[config.mk]
export PLATFORM = sky130hd
export DESIGN_NAME = washer_plant_responder
export DESIGN_NICKNAME = d
export VERILOG_FILES = /design/src/rtl/washer_plant_responder.sv
export SDC_FILE = /design/constraint.sdc
export NUM_CORES = 1
export LEC_CHECK = 0
export ABC_AREA = 1
export CAP_MARGIN = 20
export CORE_MARGIN = 1.5
export CORE_UTILIZATION = 40
export DETAILED_ROUTE_END_ITERATION = 16
export GPL_TIMING_DRIVEN = 1
export PLACE_DENSITY_LB_ADDON = 0.05
export SLEW_MARGIN = 20
export SYNTH_ARGS = -nofsm -noshare
export SYNTH_HDL_FRONTEND = slang
export SYNTH_SLANG_ARGS = --single-unit
[constraint.sdc]
create_clock -name clk -period 2.65 [get_ports clk]
set_input_delay 0.265 -clock clk [delete_from_list [all_inputs] [get_ports clk]]
set_output_delay 0.265 -clock clk [all_outputs]
set_load 0.005 [all_outputs]
[src/rtl/washer_plant_responder.sv]
// Reactive washer plant: models tank level, detergent dispenser and wash/spin
// timers driven by the controller's actuator outputs, plus sticky fault flags.
module washer_plant_responder #(
    parameter int LEVEL_W     = 8,
    parameter int MAX_LEVEL   = 250,
    parameter int FULL_LEVEL  = 200,
    parameter int FILL_RATE   = 4,
    parameter int DRAIN_RATE  = 8,
    parameter int TICK_DIV    = 4,
    parameter int TIMER_W     = 16,
    parameter int DET_TICKS   = 16,
    parameter int CYCLE_TICKS = 100,
    parameter int SPIN_TICKS  = 50
) (
    input  logic               clk,
    input  logic               reset,
    input  logic               door_lock,
    input  logic               motor_on,
    input  logic               fill_valve_on,
    input  logic               drain_valve_on,
    input  logic               detergent_req,
    output logic               filled,
    output logic               drained,
    output logic               detergent_added,
    output logic               cycle_timeout,
    output logic               spin_timeout,
    output logic [LEVEL_W-1:0] water_level,
    output logic               interlock_fault,
    output logic               overflow_fault
);

    localparam int PRESC_W = (TICK_DIV > 1) ? $clog2(TICK_DIV) : 1;

    // Level arithmetic carries two extra bits so both underflow and overflow are visible.
    localparam logic signed [LEVEL_W+1:0] ZERO_S  = '0;
    localparam logic signed [LEVEL_W+1:0] FILL_S  = (LEVEL_W+2)'(FILL_RATE);
    localparam logic signed [LEVEL_W+1:0] DRAIN_S = (LEVEL_W+2)'(DRAIN_RATE);
    localparam logic signed [LEVEL_W+1:0] MAX_S   = (LEVEL_W+2)'(MAX_LEVEL);

    typedef enum logic [1:0] {
        DET_IDLE     = 2'd0,
        DET_DISPENSE = 2'd1,
        DET_DONE     = 2'd2
    } det_state_t;

    logic [LEVEL_W-1:0]        level_reg;
    logic [LEVEL_W-1:0]        level_next;
    logic signed [LEVEL_W+1:0] level_sum;
    logic [PRESC_W-1:0]        presc_reg;
    logic                      tick;
    det_state_t                det_state_reg;
    logic [TIMER_W-1:0]        det_cnt_reg;
    logic                      detergent_added_reg;
    logic                      interlock_fault_reg;
    logic                      overflow_fault_reg;
    logic [1:0]                timer_mode;
    logic [1:0]                timeout_vec;

    always_comb begin
        level_sum  = $signed({2'b00, level_reg})
                   + (fill_valve_on  ? FILL_S  : ZERO_S)
                   - (drain_valve_on ? DRAIN_S : ZERO_S);
        level_next = level_sum[LEVEL_W-1:0];
        if (level_sum < ZERO_S) begin
            level_next = '0;
        end else if (level_sum > MAX_S) begin
            level_next = LEVEL_W'(MAX_LEVEL);
        end
    end

    always_ff @(posedge clk) begin
        if (reset) begin
            level_reg <= '0;
        end else begin
            level_reg <= level_next;
        end
    end

    assign tick = (presc_reg == PRESC_W'(TICK_DIV - 1));

    always_ff @(posedge clk) begin
        if (reset || tick) begin
            presc_reg <= '0;
        end else begin
            presc_reg <= presc_reg + 1'b1;
        end
    end

    always_ff @(posedge clk) begin
        if (reset) begin
            det_state_reg       <= DET_IDLE;
            det_cnt_reg         <= '0;
            detergent_added_reg <= 1'b0;
        end else begin
            case (det_state_reg)
                DET_IDLE: begin
                    detergent_added_reg <= 1'b0;
                    if (detergent_req) begin
                        det_state_reg <= DET_DISPENSE;
                        det_cnt_reg   <= '0;
                    end
                end
                DET_DISPENSE: begin
                    if (!detergent_req) begin
                        det_state_reg <= DET_IDLE;
                    end else if (tick) begin
                        det_cnt_reg <= det_cnt_reg + 1'b1;
                        if (det_cnt_reg + 1'b1 == TIMER_W'(DET_TICKS)) begin
                            det_state_reg       <= DET_DONE;
                            detergent_added_reg <= 1'b1;
                        end
                    end
                end
                DET_DONE: begin
                    if (!detergent_req) begin
                        det_state_reg       <= DET_IDLE;
                        detergent_added_reg <= 1'b0;
                    end
                end
                default: begin
                    det_state_reg       <= DET_IDLE;
                    detergent_added_reg <= 1'b0;
                end
            endcase
        end
    end

    always_ff @(posedge clk) begin
        if (reset) begin
            interlock_fault_reg <= 1'b0;
            overflow_fault_reg  <= 1'b0;
        end else begin
            if (!door_lock && (motor_on || fill_valve_on || drain_valve_on)) begin
                interlock_fault_reg <= 1'b1;
            end
            if ((level_reg == LEVEL_W'(MAX_LEVEL)) && fill_valve_on && !drain_valve_on) begin
                overflow_fault_reg <= 1'b1;
            end
        end
    end

    // Index 0 is the wash timer, index 1 the spin timer; the modes are exclusive.
    assign timer_mode[0] = motor_on & ~drain_valve_on;
    assign timer_mode[1] = motor_on &  drain_valve_on;

    generate
        for (genvar gi = 0; gi < 2; gi++) begin : timer_g
            localparam logic [TIMER_W-1:0] LIMIT =
                TIMER_W'((gi == 0) ? CYCLE_TICKS : SPIN_TICKS);

            logic [TIMER_W-1:0] cnt_reg;
            logic               timeout_reg;

            always_ff @(posedge clk) begin
                if (reset || !timer_mode[gi]) begin
                    cnt_reg     <= '0;
                    timeout_reg <= 1'b0;
                end else if (tick && !interlock_fault_reg && (cnt_reg != LIMIT)) begin
                    cnt_reg <= cnt_reg + 1'b1;
                    if (cnt_reg + 1'b1 == LIMIT) begin
                        timeout_reg <= 1'b1;
                    end
                end
            end

            assign timeout_vec[gi] = timeout_reg;
        end
    endgenerate

    assign water_level     = level_reg;
    assign filled          = (level_reg >= LEVEL_W'(FULL_LEVEL));
    assign drained         = (level_reg == '0);
    assign detergent_added = detergent_added_reg;
    assign cycle_timeout   = timeout_vec[0];
    assign spin_timeout    = timeout_vec[1];
    assign interlock_fault = interlock_fault_reg;
    assign overflow_fault  = overflow_fault_reg;

endmodule

== Word-level counts from Yosys, hierarchy flattened ==
Index checks and enable logic that the tools add are counted.

* Latch bits: 0
* Input bits: 7
* Flip-flop bits (word level): 65
* Word-level logic and storage cells: 84
* Output and inout bits: 15
* RAM bits: 0
* ROM bits: 0
* Memories: 0

* Divide/modulo/power cells: 0
* Magnitude comparators: 3
* Bitwise gates (word level): 3
* Multiplexer cells: 18
* Multiply operators: 0
* $add $sub $neg: 6
* Shift operators: 0
* Reduce and logical (&&, ||, !) cells: 26
* Equality and inequality tests: 16

{| class="wikitable"
|+ Operators by type and width
! kind !! number
|-
| $add 16x1->16 const B || 3
|-
| $mux 16 || 3
|-
| $pmux 16 s2 || 1
|-
| $eq 16x5->1 const B || 1
|-
| $eq 16x6->1 const B || 1
|-
| $eq 16x7->1 const B || 1
|-
| $ne 16x6->1 const B || 1
|-
| $ne 16x7->1 const B || 1
|-
| $reduce_and 4->1 || 3
|-
| $gt 10x9->1 const B || 1
|-
| $lt 10x1->1 const B || 1
|-
| $mux 2 || 5
|-
| $ne 2x2->1 const B || 5
|-
| $sub 9x4->10 || 1
|-
| $add 8x3->9 || 1
|-
| $eq 8x8->1 const B || 1
|-
| $ge 8x8->1 const B || 1
|-
| $logic_not 8->1 || 1
|-
| $mux 8 || 1
|-
| $logic_and 1x1->1 || 6
|-
| $ne 3x3->1 const B || 2
|-
| $pmux 2 s3 || 1
|-
| $logic_not 1->1 || 5
|-
| $logic_or 1x1->1 || 5
|-
| 14 further kinds || 20
|}

== Logic depth before layout (Yosys ltp) ==
* Word-level depth: 6
* Mapped depth: 16
* Depth with buffers taken out: 16

== Least setup slack after synthesis ==
Ideal clock, no wire load.

* Path type: register to register
* Start point: register level_reg[2] (netlist: water_level[2])
* End point: register level_reg[2] (netlist: water_level[2])
* Arrival: 1888 ps
* Buffers on the path: 0
* Cell stages (with the launch flop): 15
* Required time: 2533 ps
* Period minus slack after synthesis: 2006 ps
* Setup slack: 644 ps
* Library setup time: 117 ps
* Cell sequence: dfxtp_1 inv_1 ha_1 inv_1 ha_1 nand3_1 nand2_1 xor2_1 inv_1 nor3_1 nand2_1 nand2_1 nand2_1 nand2_1 nor2_1

* Longest elaborated chain between the ends: 4
* Elaborated cells on any way between the ends: 5
* Those cells by class: 2 x add/sub; 2 x order compare; 1 x reduce/logical

{| class="wikitable"
|+ RTL lines
! element !! RTL line !! source
|-
| from (decl) || 46 || <nowiki>logic [LEVEL_W-1:0] level_reg;</nowiki>
|-
| from (signal assigned) || 75 || <nowiki>level_reg <= level_next;</nowiki>
|-
| $add 8x3->9 * || 61 || <nowiki>+ (fill_valve_on ? FILL_S : ZERO_S)</nowiki>
|-
| $sub 9x4->10 * || 62 || <nowiki>- (drain_valve_on ? DRAIN_S : ZERO_S);</nowiki>
|-
| via level_sum[2] || 48 || <nowiki>logic signed [LEVEL_W+1:0] level_sum;</nowiki>
|-
| $lt 10x1->1 / $gt 10x9->1 (equally long branches) || 64, 66 ||
|-
| $reduce_or 3->1 (no source line) || -- ||
|}

The timed path passes the listed nets; every way through them passes the cells marked *.
A chain may end at the register's enable or synchronous reset.

== Final worst setup path ==
* Start point: input port drain_valve_on
* End point: register level_reg[2] (netlist: water_level[2])

* Longest elaborated chain between the ends: 4
* Elaborated cells on any way between the ends: 5
* Those cells by class: 1 x add/sub; 2 x order compare; 1 x mux; 1 x reduce/logical

{| class="wikitable"
|+ RTL lines
! element !! RTL line !! source
|-
| from (decl) || 20 || <nowiki>input logic drain_valve_on,</nowiki>
|-
| $mux 4 * || 62 ||
|-
| $sub 9x4->10 * || 62 ||
|-
| $lt 10x1->1 / $gt 10x9->1 (equally long branches) || 64, 66 ||
|-
| $reduce_or 3->1 (no source line) * || -- ||
|}

Every way passes the cells marked *; elsewhere a longest branch is shown, timed or not.

==> impl_metrics.py <==
metrics = {
    "clocking": {
        "cts.sinks": 64,
        "clockBufferDepth": 2,
        "holdBufCountCts": 0,
        "cts-resized-gates": 0,
        "cts_tree": "done",
        "clkTransAtPathRegs_ns": 0.08,
        "cts_made_buffers": 9,
        "htree_levels": 3,
        "root_buffer": "clkbuf_8",
        "postCtsSetupBuffers": 0,
        "insertion_delay_ns": 0.34,
    },
    "global_route": {
        "grt_pass1_vias": 3525,
        "grt-ovfl-total": 0,
        "grt_pass1_wl_microns": 16300,
        "grt_max_degree": 24,
        "antenna_found_initial": 0,
        "grtUsageTotal_pct": 18.2,
    },
    "sta": {
        "finalSetupViolCount": 0,
        "fmax_mhz": 430,
        "slew_headroom_pct": 63.2,
        "finalHoldViolCount": 0,
        "final_max_slew_viol_count": 0,
        "finClkSkew_ns": 0.0134,
        "rsz0062_at_grt": "false",
        "tightest_slew_ns": 0.551,
        "layout_worst_path_cycle_share_pct": 87.7,
        "min_period_ns": 2.32,
    },
    "routing": {
        "wire_per_inst_microns": 12.0,
        "drtPass1Iterations": 4,
        "drc": 0,
        "first_iter_violations": 74,
        "vias_per_cell": 4.95,
        "drt_wl_total_microns": 9300,
        "ant_nets": 0,
        "vias": 3822,
    },
    "die": {
        "fp.dieH_microns": 104,
        "die_width_microns": 104,
        "rows": 36,
        "core_sq_um": 9860,
        "ios": 22,
        "die_area_sq_um": 10900,
        "start_util_pct": 41.8,
    },
    "synth": {
        "synth_area_leaders": "dfxtp_1 31%, nand2_1 12%, inv_1 7.5%",
        "yosysTopAreaCell": "dfxtp_1",
        "synth_seq_area_share_pct": 31.1,
        "synthCells": 609,
        "yosysUniqueCellTypes": 36,
        "synth_top_area_share_pct": 31.1,
        "syn_area_sq_um": 4120,
        "syn-num-nets": 640,
        "yosysWarningCount": 0,
        "synth_seq_cells": 64,
        "avgSynthCellArea_sq_um": 6.77,
    },
    "power_and_ir_drop": {
        "total_power_mw": 3.12,
        "p_leak_nw": 1.86,
        "switching_share_pct": 32.7,
        "power.density_nw_per_um2": 658,
        "ir_drop_mv": 0.487,
        "pwr-share-clk_pct": 34.3,
        "switching_power_mw": 1.02,
        "internal_power_mw": 2.10,
        "seqPwrFrac_pct": 34.8,
        "power_frac_comb_pct": 30.9,
    },
    "worst_hold_path": {
        "min-delay-start": "presc_reg[0]",
        "min_path_type": "flop to flop",
        "hold_depth": 1,
    },
    "setup_path": {
        "endpoint_kind": "flop",
        "r2r-start": "water_level[3]",
        "critPathLaunchType": "input port",
        "critical_path_arrival_ns": 2.55,
        "critPathMaxFanout": 6,
        "required_ns": 2.87,
        "r2r_cells": 12,
        "crit_type": "input port to flop",
        "crit_start": "drain_valve_on",
    },
    "outcome": {
        "status": "complete, no violations",
    },
    "finish": {
        "utilization_pct": 48.1,
        "fin_nets": 665,
        "area_growth_pct": 15.1,
        "fillers": 1009,
        "finalInstanceArea_sq_um": 4740,
        "final_cell_mix": "129 x nand2_1, 82 x inv_1, 64 x dfxtp_1, 60 x nor2_1, 49 x nand3_1",
        "n_antenna_cell": 0,
        "layout-drive-gt1-share_pct": 9.08,
        "largest_reg_flops": 32,
        "final_common_cell": "nand2_1",
    },
    "placement": {
        "io_buffers": 20,
        "post-dp-hpwl_microns": 6960,
        "place_congestion": 0.827,
        "dpl_cell_area_sq_um": 4490,
    },
    "job": {
        "drv_cap": 0,
    },
}
-- through the flow --
stage | worst slack (ns) | setup TNS, ns | cells | hold WS [ns]
2_1_floorplan | 0.644 | 0 | 609 | 0.408
3_3_place_gp | 0.0437 | 0 | 756 | 0.416
3_5_place_dp | -0.0237 | -0.0314 | 756 | 0.425
4_1_cts | 0.337 | 0 | 772 | 0.444
5_1_grt | 0.0707 | 0 | 772 | 0.463
6_report | 0.325 | 0 | 772 | 0.445
-- worst paths after layout --
path,endpoint,slack (ns)
setup / recovery,water_level[2],0.33
hold reg to reg,presc_reg[0],0.45
setup reg to reg,water_level[2],0.43
hold / removal,presc_reg[0],0.45
-- per-layer routing --
metal	track usage, %	vias to the layer above	routed length, microns
li1	-	2035	-
met1	24.0	1738	4670
met2	30.1	40	4280
met3	4.32	9	260
met4	3.67	0	78
met5	0	-	0
-- power groups by stage --
stage	Sequential, mW	Combinational, mW	Clock (mW)
after floorplan	1.09	0.669	0
after global placement	1.11	0.938	0
after detailed placement	1.11	0.959	0
after CTS	1.09	0.963	1.10
after global routing	1.10	1.12	1.14
final	1.09	0.963	1.07
-- synthesized netlist by cell type --
| cell | number |
|---|---|
| nand2_1 | 129 |
| inv_1 | 82 |
| dfxtp_1 | 64 |
| nor2_1 | 60 |
| nand3_1 | 49 |
| a21oi_1 | 46 |
| o21ai_0 | 27 |
| ha_1 | 24 |
| xor2_1 | 19 |
| nand4_1 | 15 |
| nor3_1 | 15 |
| clkbuf_1 | 11 |
| a211oi_1 | 9 |
| nor2_2 | 8 |
| nand3_2 | 7 |
| nor2_4 | 6 |
| a31oi_1 | 5 |
| xnor2_1 | 5 |
| nand2_2 | 4 |
| nand3b_1 | 3 |
| nor3_2 | 3 |
| buf_4 | 2 |
| nor3b_1 | 2 |
| o21bai_1 | 2 |
| a21boi_2 | 1 |
| a21oi_2 | 1 |
| a2bb2oi_1 | 1 |
| and3_1 | 1 |
| buf_2 | 1 |
| clkbuf_2 | 1 |
| conb_1 | 1 |
| inv_2 | 1 |
| nand2_4 | 1 |
| nor4_1 | 1 |
| o21ai_1 | 1 |
| or2_2 | 1 |
-- critical path, cell delays in order --
cell and delay [ns]:
clkdlybuf4s50_1 0.49, inv_1 0.07, ha_1 0.30, ha_1 0.36, a21oi_1 0.14, nand2_1 0.11, xor2_1 0.15, inv_1 0.06
nor3_1 0.17, nand2_1 0.08, nand2_1 0.09, nand2_1 0.14, nand2_1 0.09, nor2_1 0.04
-- cell families after synthesis --
kind of cell,Yosys count,share of synthesized area [%]
compound gates,93,12.5
fa+ha+maj,24,7.29
simple gates,305,34.8
xor+xnor,24,5.10
other cells,1,0.0910
flops,64,31.1
buf+inv,98,9.17
-- area by class of cell --
class	count	area [sq um]	area share [%]
Tap cell	133	166	3.51
Sequential cell	64	1280	27.0
Multi-Input combinational cell	447	2460	51.9
Clock buffer	11	151	3.19
Clock inverter	5	103	2.16
Inverter	83	312	6.57
Timing Repair Buffer	29	268	5.65
Note: power is estimated with default switching activity, not from simulation.
